File: config.mk
export PLATFORM = sky130hd
export DESIGN_NAME = cnt_cmd_driver_flat
export DESIGN_NICKNAME = d
export VERILOG_FILES = /design/src/rtl/cnt_cmd_driver_if.sv /design/src/rtl/cnt_cmd_driver.sv /design/src/flat_wrapper.sv
export SDC_FILE = /design/constraint.sdc
export NUM_CORES = 1
export LEC_CHECK = 0
export BUFFER_PORTS_ARGS = -buffer_cell sky130_fd_sc_hd__buf_2
export CAP_MARGIN = 15
export CORE_ASPECT_RATIO = 0.7
export CORE_MARGIN = 4
export CORE_UTILIZATION = 30
export DETAILED_ROUTE_END_ITERATION = 7
export PLACE_DENSITY = 0.51
export SYNTH_ARGS = -nofsm -noshare
export SYNTH_HDL_FRONTEND = slang
export SYNTH_SLANG_ARGS = --single-unit
export TNS_END_PERCENT = 100
File: constraint.sdc
create_clock -name clk -period 1.9 [get_ports clk]
set_input_delay 0.095 -clock clk [delete_from_list [all_inputs] [get_ports clk]]
set_output_delay 0.095 -clock clk [all_outputs]
set_load 0.1 [all_outputs]
File: src/rtl/cnt_cmd_driver_if.sv
// Request/response and counter-strobe bundle for cnt_cmd_driver.
// master = the driver, slave = the environment (requester plus counter).
interface cnt_cmd_driver_if #(
   parameter int WIDTH = 3
);
   logic             req_valid;
   logic             req_ready;
   logic [WIDTH-1:0] req_start;
   logic [WIDTH-1:0] req_num;
   logic             ld;
   logic             inc;
   logic [WIDTH-1:0] data_in;
   logic [WIDTH-1:0] cnt_value;
   logic             done;
   logic [1:0]       status;
   logic [WIDTH-1:0] result;

   modport master (
      input  req_valid, req_start, req_num, cnt_value,
      output req_ready, ld, inc, data_in, done, status, result
   );

   modport slave (
      output req_valid, req_start, req_num, cnt_value,
      input  req_ready, ld, inc, data_in, done, status, result
   );
endinterface

File: src/rtl/cnt_cmd_driver.sv
// Command master for a load/increment counter: loads a start value, issues
// verified single-cycle increments, refuses overflow, reports a status code.
module cnt_cmd_driver #(
   parameter int WIDTH = 3
) (
   input  logic              clk,
   input  logic              rst,
   cnt_cmd_driver_if.master  bus
);

   typedef enum logic [2:0] {S_IDLE, S_LOAD, S_CHECK, S_INC, S_DONE} state_e;

   localparam logic [1:0] ST_OK   = 2'b00;
   localparam logic [1:0] ST_OVF  = 2'b01;
   localparam logic [1:0] ST_MISM = 2'b10;

   state_e           state_q, state_d;
   logic [WIDTH-1:0] exp_q, exp_d;
   logic [WIDTH-1:0] rem_q, rem_d;
   logic [WIDTH-1:0] data_in_q, data_in_d;
   logic [WIDTH-1:0] result_q, result_d;
   logic [1:0]       status_q, status_d;
   logic             ld_q, ld_d;
   logic             inc_q, inc_d;
   logic             done_q, done_d;

   logic mismatch, at_max;
   assign mismatch = (bus.cnt_value != exp_q);
   assign at_max   = (exp_q == {WIDTH{1'b1}});

   // state register
   always_ff @(posedge clk) begin
      if (rst) state_q <= S_IDLE;
      else     state_q <= state_d;
   end

   // next state
   always_comb begin
      state_d = state_q;
      case (state_q)
         S_IDLE:  if (bus.req_valid) state_d = S_LOAD;
         S_LOAD:  state_d = S_CHECK;
         S_CHECK: if (mismatch || rem_q == '0 || at_max) state_d = S_DONE;
                  else                                  state_d = S_INC;
         S_INC:   state_d = S_CHECK;
         S_DONE:  state_d = S_IDLE;
         default: state_d = S_IDLE;
      endcase
   end

   // Strobes are registered, so they are decoded from the state being entered.
   always_comb begin
      ld_d      = (state_d == S_LOAD);
      inc_d     = (state_d == S_INC);
      done_d    = (state_d == S_DONE);
      exp_d     = exp_q;
      rem_d     = rem_q;
      data_in_d = data_in_q;
      status_d  = status_q;
      result_d  = result_q;
      case (state_q)
         S_IDLE: if (bus.req_valid) begin
            exp_d     = bus.req_start;
            rem_d     = bus.req_num;
            data_in_d = bus.req_start;
         end
         S_CHECK: if (state_d == S_DONE) begin
            result_d = bus.cnt_value;
            if (mismatch)        status_d = ST_MISM;
            else if (rem_q == '0) status_d = ST_OK;
            else                 status_d = ST_OVF;
         end
         S_INC: begin
            exp_d = exp_q + 1'b1;
            rem_d = rem_q - 1'b1;
         end
         default: ;
      endcase
   end

   always_ff @(posedge clk) begin
      if (rst) begin
         exp_q     <= '0;
         rem_q     <= '0;
         data_in_q <= '0;
         status_q  <= ST_OK;
         result_q  <= '0;
         ld_q      <= 1'b0;
         inc_q     <= 1'b0;
         done_q    <= 1'b0;
      end else begin
         exp_q     <= exp_d;
         rem_q     <= rem_d;
         data_in_q <= data_in_d;
         status_q  <= status_d;
         result_q  <= result_d;
         ld_q      <= ld_d;
         inc_q     <= inc_d;
         done_q    <= done_d;
      end
   end

   assign bus.req_ready = (state_q == S_IDLE);
   assign bus.ld        = ld_q;
   assign bus.inc       = inc_q;
   assign bus.data_in   = data_in_q;
   assign bus.done      = done_q;
   assign bus.status    = status_q;
   assign bus.result    = result_q;

endmodule

File: src/flat_wrapper.sv
// flat-port wrapper written by rule: the top's interface ports become plain ports
module cnt_cmd_driver_flat 
#(
   parameter int WIDTH = 3
)
  (clk, rst, bus_req_valid, bus_req_start, bus_req_num, bus_cnt_value, bus_req_ready, bus_ld, bus_inc, bus_data_in, bus_done, bus_status, bus_result);
  cnt_cmd_driver_if #(.WIDTH(WIDTH)) bus_i ();
  input  logic clk;
  input  logic rst;
  input wire logic [$bits(bus_i.req_valid)-1:0] bus_req_valid;
  input wire logic [$bits(bus_i.req_start)-1:0] bus_req_start;
  input wire logic [$bits(bus_i.req_num)-1:0] bus_req_num;
  input wire logic [$bits(bus_i.cnt_value)-1:0] bus_cnt_value;
  output wire logic [$bits(bus_i.req_ready)-1:0] bus_req_ready;
  output wire logic [$bits(bus_i.ld)-1:0] bus_ld;
  output wire logic [$bits(bus_i.inc)-1:0] bus_inc;
  output wire logic [$bits(bus_i.data_in)-1:0] bus_data_in;
  output wire logic [$bits(bus_i.done)-1:0] bus_done;
  output wire logic [$bits(bus_i.status)-1:0] bus_status;
  output wire logic [$bits(bus_i.result)-1:0] bus_result;
  assign bus_i.req_valid = bus_req_valid;
  assign bus_i.req_start = bus_req_start;
  assign bus_i.req_num = bus_req_num;
  assign bus_i.cnt_value = bus_cnt_value;
  assign bus_req_ready = bus_i.req_ready;
  assign bus_ld = bus_i.ld;
  assign bus_inc = bus_i.inc;
  assign bus_data_in = bus_i.data_in;
  assign bus_done = bus_i.done;
  assign bus_status = bus_i.status;
  assign bus_result = bus_i.result;
  cnt_cmd_driver #(.WIDTH(WIDTH)) u_core (.clk(clk), .rst(rst), .bus(bus_i));
endmodule
-- Word-level counts from Yosys, hierarchy flattened
Cells that the tools add are included.
- flip-flop bits (word level): 20
- input port bits: 12
- output and inout port bits: 12
- word-level logic and storage cells: 38
- add/sub/neg operators: 2
- equality and inequality tests: 9
- muxes and demuxes: 9
- reductions and logical operators: 9
- operators by type and width (cell ; number):
    2-to-1 mux 3 bit ; 4
    one-hot mux 3 bit (2 select lines) ; 2
    == test 3 x 2 -> 1 bit, second input constant ; 3
    one-hot mux 3 bit (3 select lines) ; 1
    == test 3 x 1 -> 1 bit, second input constant ; 2
    == test 3 bit, second input constant ; 2
    logical NOT 3 bit ; 2
    AND reduction 2 bit ; 3
    adder 3 x 1 -> 3 bit, second input constant ; 1
    inequality test 3 bit ; 1
    subtractor 3 x 1 -> 3 bit, second input constant ; 1
    logical OR 1 bit ; 2
    2-to-1 mux 2 bit ; 1
    inequality test 2 bit, second input constant ; 1
    nonzero test 2 bit ; 1
    OR reduction 2 bit ; 1
    2-to-1 mux 1 bit ; 1

-- Depth between registers and ports, before layout
- depth after elaboration: 7
- mapped depth: 7
- depth with buffers taken out: 7

-- Least setup slack after synthesis
OpenSTA, ideal clock, no wires.
- kind: flip-flop to flip-flop
- start: reg u_core.state_q[0]
- end: reg u_core.data_in_q[0] (netlist: u_core.bus.data_in[0])
- setup time: 0.132 ns
- arrival time: 3.113 ns
- data required time: 1.768 ns
- slack: -1.345 ns
- stages on the path, launching flop included: 5
- path buffers: 0
- period minus slack after synthesis: 3.245 ns
- path through: dfxtp_1 > nor3_1 > nand2_1 > nand2_1 > a21oi_1
- longest elaborated chain between the ends: 2
- ends and longest elaborated chain (what ; RTL line ; text):
    start, declared ; cnt_cmd_driver.sv:17 ; state_e state_q, state_d;
    start signal, assigned ; cnt_cmd_driver.sv:34 ; else state_q <= state_d;
    logical NOT 3 bit ; - ;
    named net bus_req_ready ; flat_wrapper.sv:14 ; output wire logic [$bits(bus_i.req_ready)-1:0] bus_req_ready;
    AND reduction 2 bit (no line) ; - ;
    end signal, assigned ; cnt_cmd_driver.sv:94 ; data_in_q <= data_in_d;
    end, declared ; cnt_cmd_driver.sv:20 ; logic [WIDTH-1:0] data_in_q, data_in_d;
The timed path passes the listed nets, and every way through them passes these cells.
A chain may end at the register's enable or synchronous reset.

-- Worst setup path after layout
- start: reg u_core.rem_q[0]
- end: reg u_core.result_q[0] (netlist: u_core.bus.result[0])
- longest elaborated chain between the ends: 7
- ends and longest elaborated chain (what ; RTL line ; text):
    start, declared ; cnt_cmd_driver.sv:19 ; logic [WIDTH-1:0] rem_q, rem_d;
    start signal, assigned ; cnt_cmd_driver.sv:93 ; rem_q <= rem_d;
    logical NOT 3 bit ; cnt_cmd_driver.sv:43 ; S_CHECK: if (mismatch || rem_q == '0 || at_max) state_d = S_DONE;
    logical OR 1 bit (2 in a row) ; cnt_cmd_driver.sv:43 ;
    2-to-1 mux 3 bit ; cnt_cmd_driver.sv:43 ;
    one-hot mux 3 bit (3 select lines) ; cnt_cmd_driver.sv:40 ; case (state_q)
    == test 3 bit ; cnt_cmd_driver.sv:67 ; S_CHECK: if (state_d == S_DONE) begin
    AND reduction 2 bit (no line) ; - ;
    end signal, assigned ; cnt_cmd_driver.sv:96 ; result_q <= result_d;
    end, declared ; cnt_cmd_driver.sv:21 ; logic [WIDTH-1:0] result_q, result_d;
No other way between the ends.

==> reports/metrics.yaml <==
insertion_delay_ns: 0.26
cts_tree: "done"
io-pin-count: 24
max_stage_delay_ns: 0.35
skew_ns: 0.002717
period_minus_slack_ns: 1.642
syn_inst: 96
grt_pass1_wl_um: 3180
crit_path_start: "u_core.rem_q[0]"
cts-root-buf: "clkbuf_8"
cp_slowest_cell: "dfxtp_1"
drtPass1Iterations: 4
synth_area_per_cell_um2: 9.058
grt_pass1_vias: 697
wirelength_um: 1862
viasPerCell: 4.764
fin_crit_sh_pct: 86.42
num_vias: 748
grt_max_degree: 21
ir_drop_uv: 412.2
maxSlewHeadroom_pct: 67.83
nNetsFinal: 138
cap_violations: 0
drcViolationCount: 0
ys_seq_area_share_pct: 46.04
path_clk_slew_ns: 0.07
drive_above_1_share_pct: 28.10
dp_hpwl_um: 1412
cts_max_level: 1
layout.cells.non_filler: 157
ys_ff_latch: 20
ant_nets: 0
setup_viol: 0
fill_cells: 297
power_mw: 0.9953
cts_buffers: 3
finalMaxSlewViolations: 0
rsz0062_at_grt: "false"
cp-start-kind: "flip-flop"
die_h_um: 53.05
grt_antenna_before_repair: 0
n_antenna_cell: 0
min_from: "bus_req_num[0]"
clockBufferDepth: 2
cts_sinks: 20
hold_class: "primary input to flip-flop"
worstPathArrival_ns: 1.78
crit_path_cell_trace: "inv_1, ha_1, ha_1, nor2_1, nor4b_4, buf_4, nand3b_1, a21oi_1"
setup_tns_ns: 0
core_area_mm2: 0.002783
row_count: 16
crit_family: "simple AND/OR/NAND/NOR gates"
synth_nets: 112
status: "finished, final reports clean"
synth_top_area_share_pct: 46.04
syn-cell-area_um2: 869.6
powerDensity_mw_per_mm2: 908.0
yosysWarnings: 0
required_ns: 2.03
hold_viol: 0
hold_buffers: 0
critical_path_buf_inv_count: 2
clock.fmax_ghz: 0.6090
post_synth_num_cell_types: 22
critPathMaxFanout: 10
worst_pin_slew_ns: 0.4858
grtUsageTotal_pct: 11.01
final_common_cell: "buf_2"
port_buffers: 23
dieWidth_um: 72.35
p_leak_nw: 0.4673
die_area_mm2: 0.003838
gp_congestion: 0.7113
initial_core_util_pct: 31.25
yosysTopAreaCell: "dfxtp_1"
wl_per_cell_um: 11.86
dp_cells: 152
layout_common_cells: "buf_2, dfxtp_1, nand2_1, a21oi_1, nor2_1"
path_class: "flip-flop to flip-flop"
critPathCaptureType: "flip-flop"
area_growth_pct: 26.04
drtIter0Drc: 32
rr_startpoint: "u_core.rem_q[0]"
gr-total-overflow: 0
path_common_cell: "ha_1"
synthTopCellsByArea: "dfxtp_1, nand2_1, a21oi_1, ha_1, nor4b_4"
-- sequential cells by signal, summed over array words and instances (netlist names) --
signal,flops
u_core.rem_q,3
u_core.bus.inc,1
u_core.bus.ld,1
u_core.bus.result,3
u_core.bus.done,1
u_core.exp_q,3
u_core.bus.status,2
u_core.bus.data_in,3
u_core.state_q,3
-- worst paths after layout --
kind | to | depth (start not counted) | slack, ns
worst max-delay path | u_core.bus.result[0] | 8 | 0.26
worst min-delay path | u_core.rem_q[0] | 3 | 0.08
worst max register to register | u_core.bus.result[0] | 8 | 0.26
worst min register to register | u_core.bus.data_in[1] | 2 | 0.46
-- layout make-up --
class	count	area (um2)	share of cell area, %
repair buffers	25	130.1	11.87
inverters	3	11.26	1.027
flip-flops and latches	20	400.4	36.53
well taps	36	45.04	4.110
clock buffers	4	55.05	5.023
multi-input cells	69	454.2	41.44
-- metrics by stage --
step	utilization, %	setup WS, ns	hold slack (ns)	instance area, um2
6_report	39.39	0.2581	0.08046	1096
5_1_grt	39.39	0.1048	0.08893	1096
4_1_cts	39.12	0.1447	0.08145	1089
3_5_place_dp	37.14	0.1709	0.3556	1033
3_3_place_gp	37.14	0.2438	0.3505	1033
2_1_floorplan	-	0.1242	0.2310	880.8
-- cell families after synthesis --
logic type	Yosys count	synth area share, %
and+or+nand+nor	39	26.33
xor gates and xnor gates	3	3.022
buffers and inverters	7	3.021
AOI/OAI and AO/OA	23	15.83
adders and majority gates	4	5.756
DFF	20	46.04
-- power by group --
part,leakage (nW),internal [mW],switching [mW]
logic,0.275,0.0622,0.152
clock network,0.0288,0.184,0.138
registers,0.163,0.441,0.0178
total,0.467,0.687,0.308
-- tightest hold or removal path, cell delays in order --
cell	delay, ns
buf_2	0.08
a221oi_1	0.06
nor2_1	0.07
-- metal layers --
layer  vias up  GRT usage, %  part of all wire, %
met1       333         14.64                   48
li1        390             -                    -
met4         0         2.813                 0.43
met3         2         5.313                  9.5
met5         -             0                    0
met2        23         15.71                   42
-- timing repair --
| action | CTS | global route |
|---|---|---|
| setup endpoints to repair | 0 | 5 |
| buffers inserted | 0 | 1 |
| resized for setup | 0 | 0 |
-- cell usage after synthesis --
library cell	count
a211oi_1	4
a21oi_1	10
a221oi_1	2
a31oi_1	2
and2_1	1
and3b_2	1
clkbuf_1	4
dfxtp_1	20
ha_1	4
inv_1	3
nand2_1	14
nand3b_1	4
nor2_1	8
nor2_2	1
nor3_1	5
nor3b_1	1
nor4b_4	2
o21a_1	1
o21ai_0	4
or2b_1	1
or3_1	1
xor2_1	3
(Power assumes the default switching activity.)
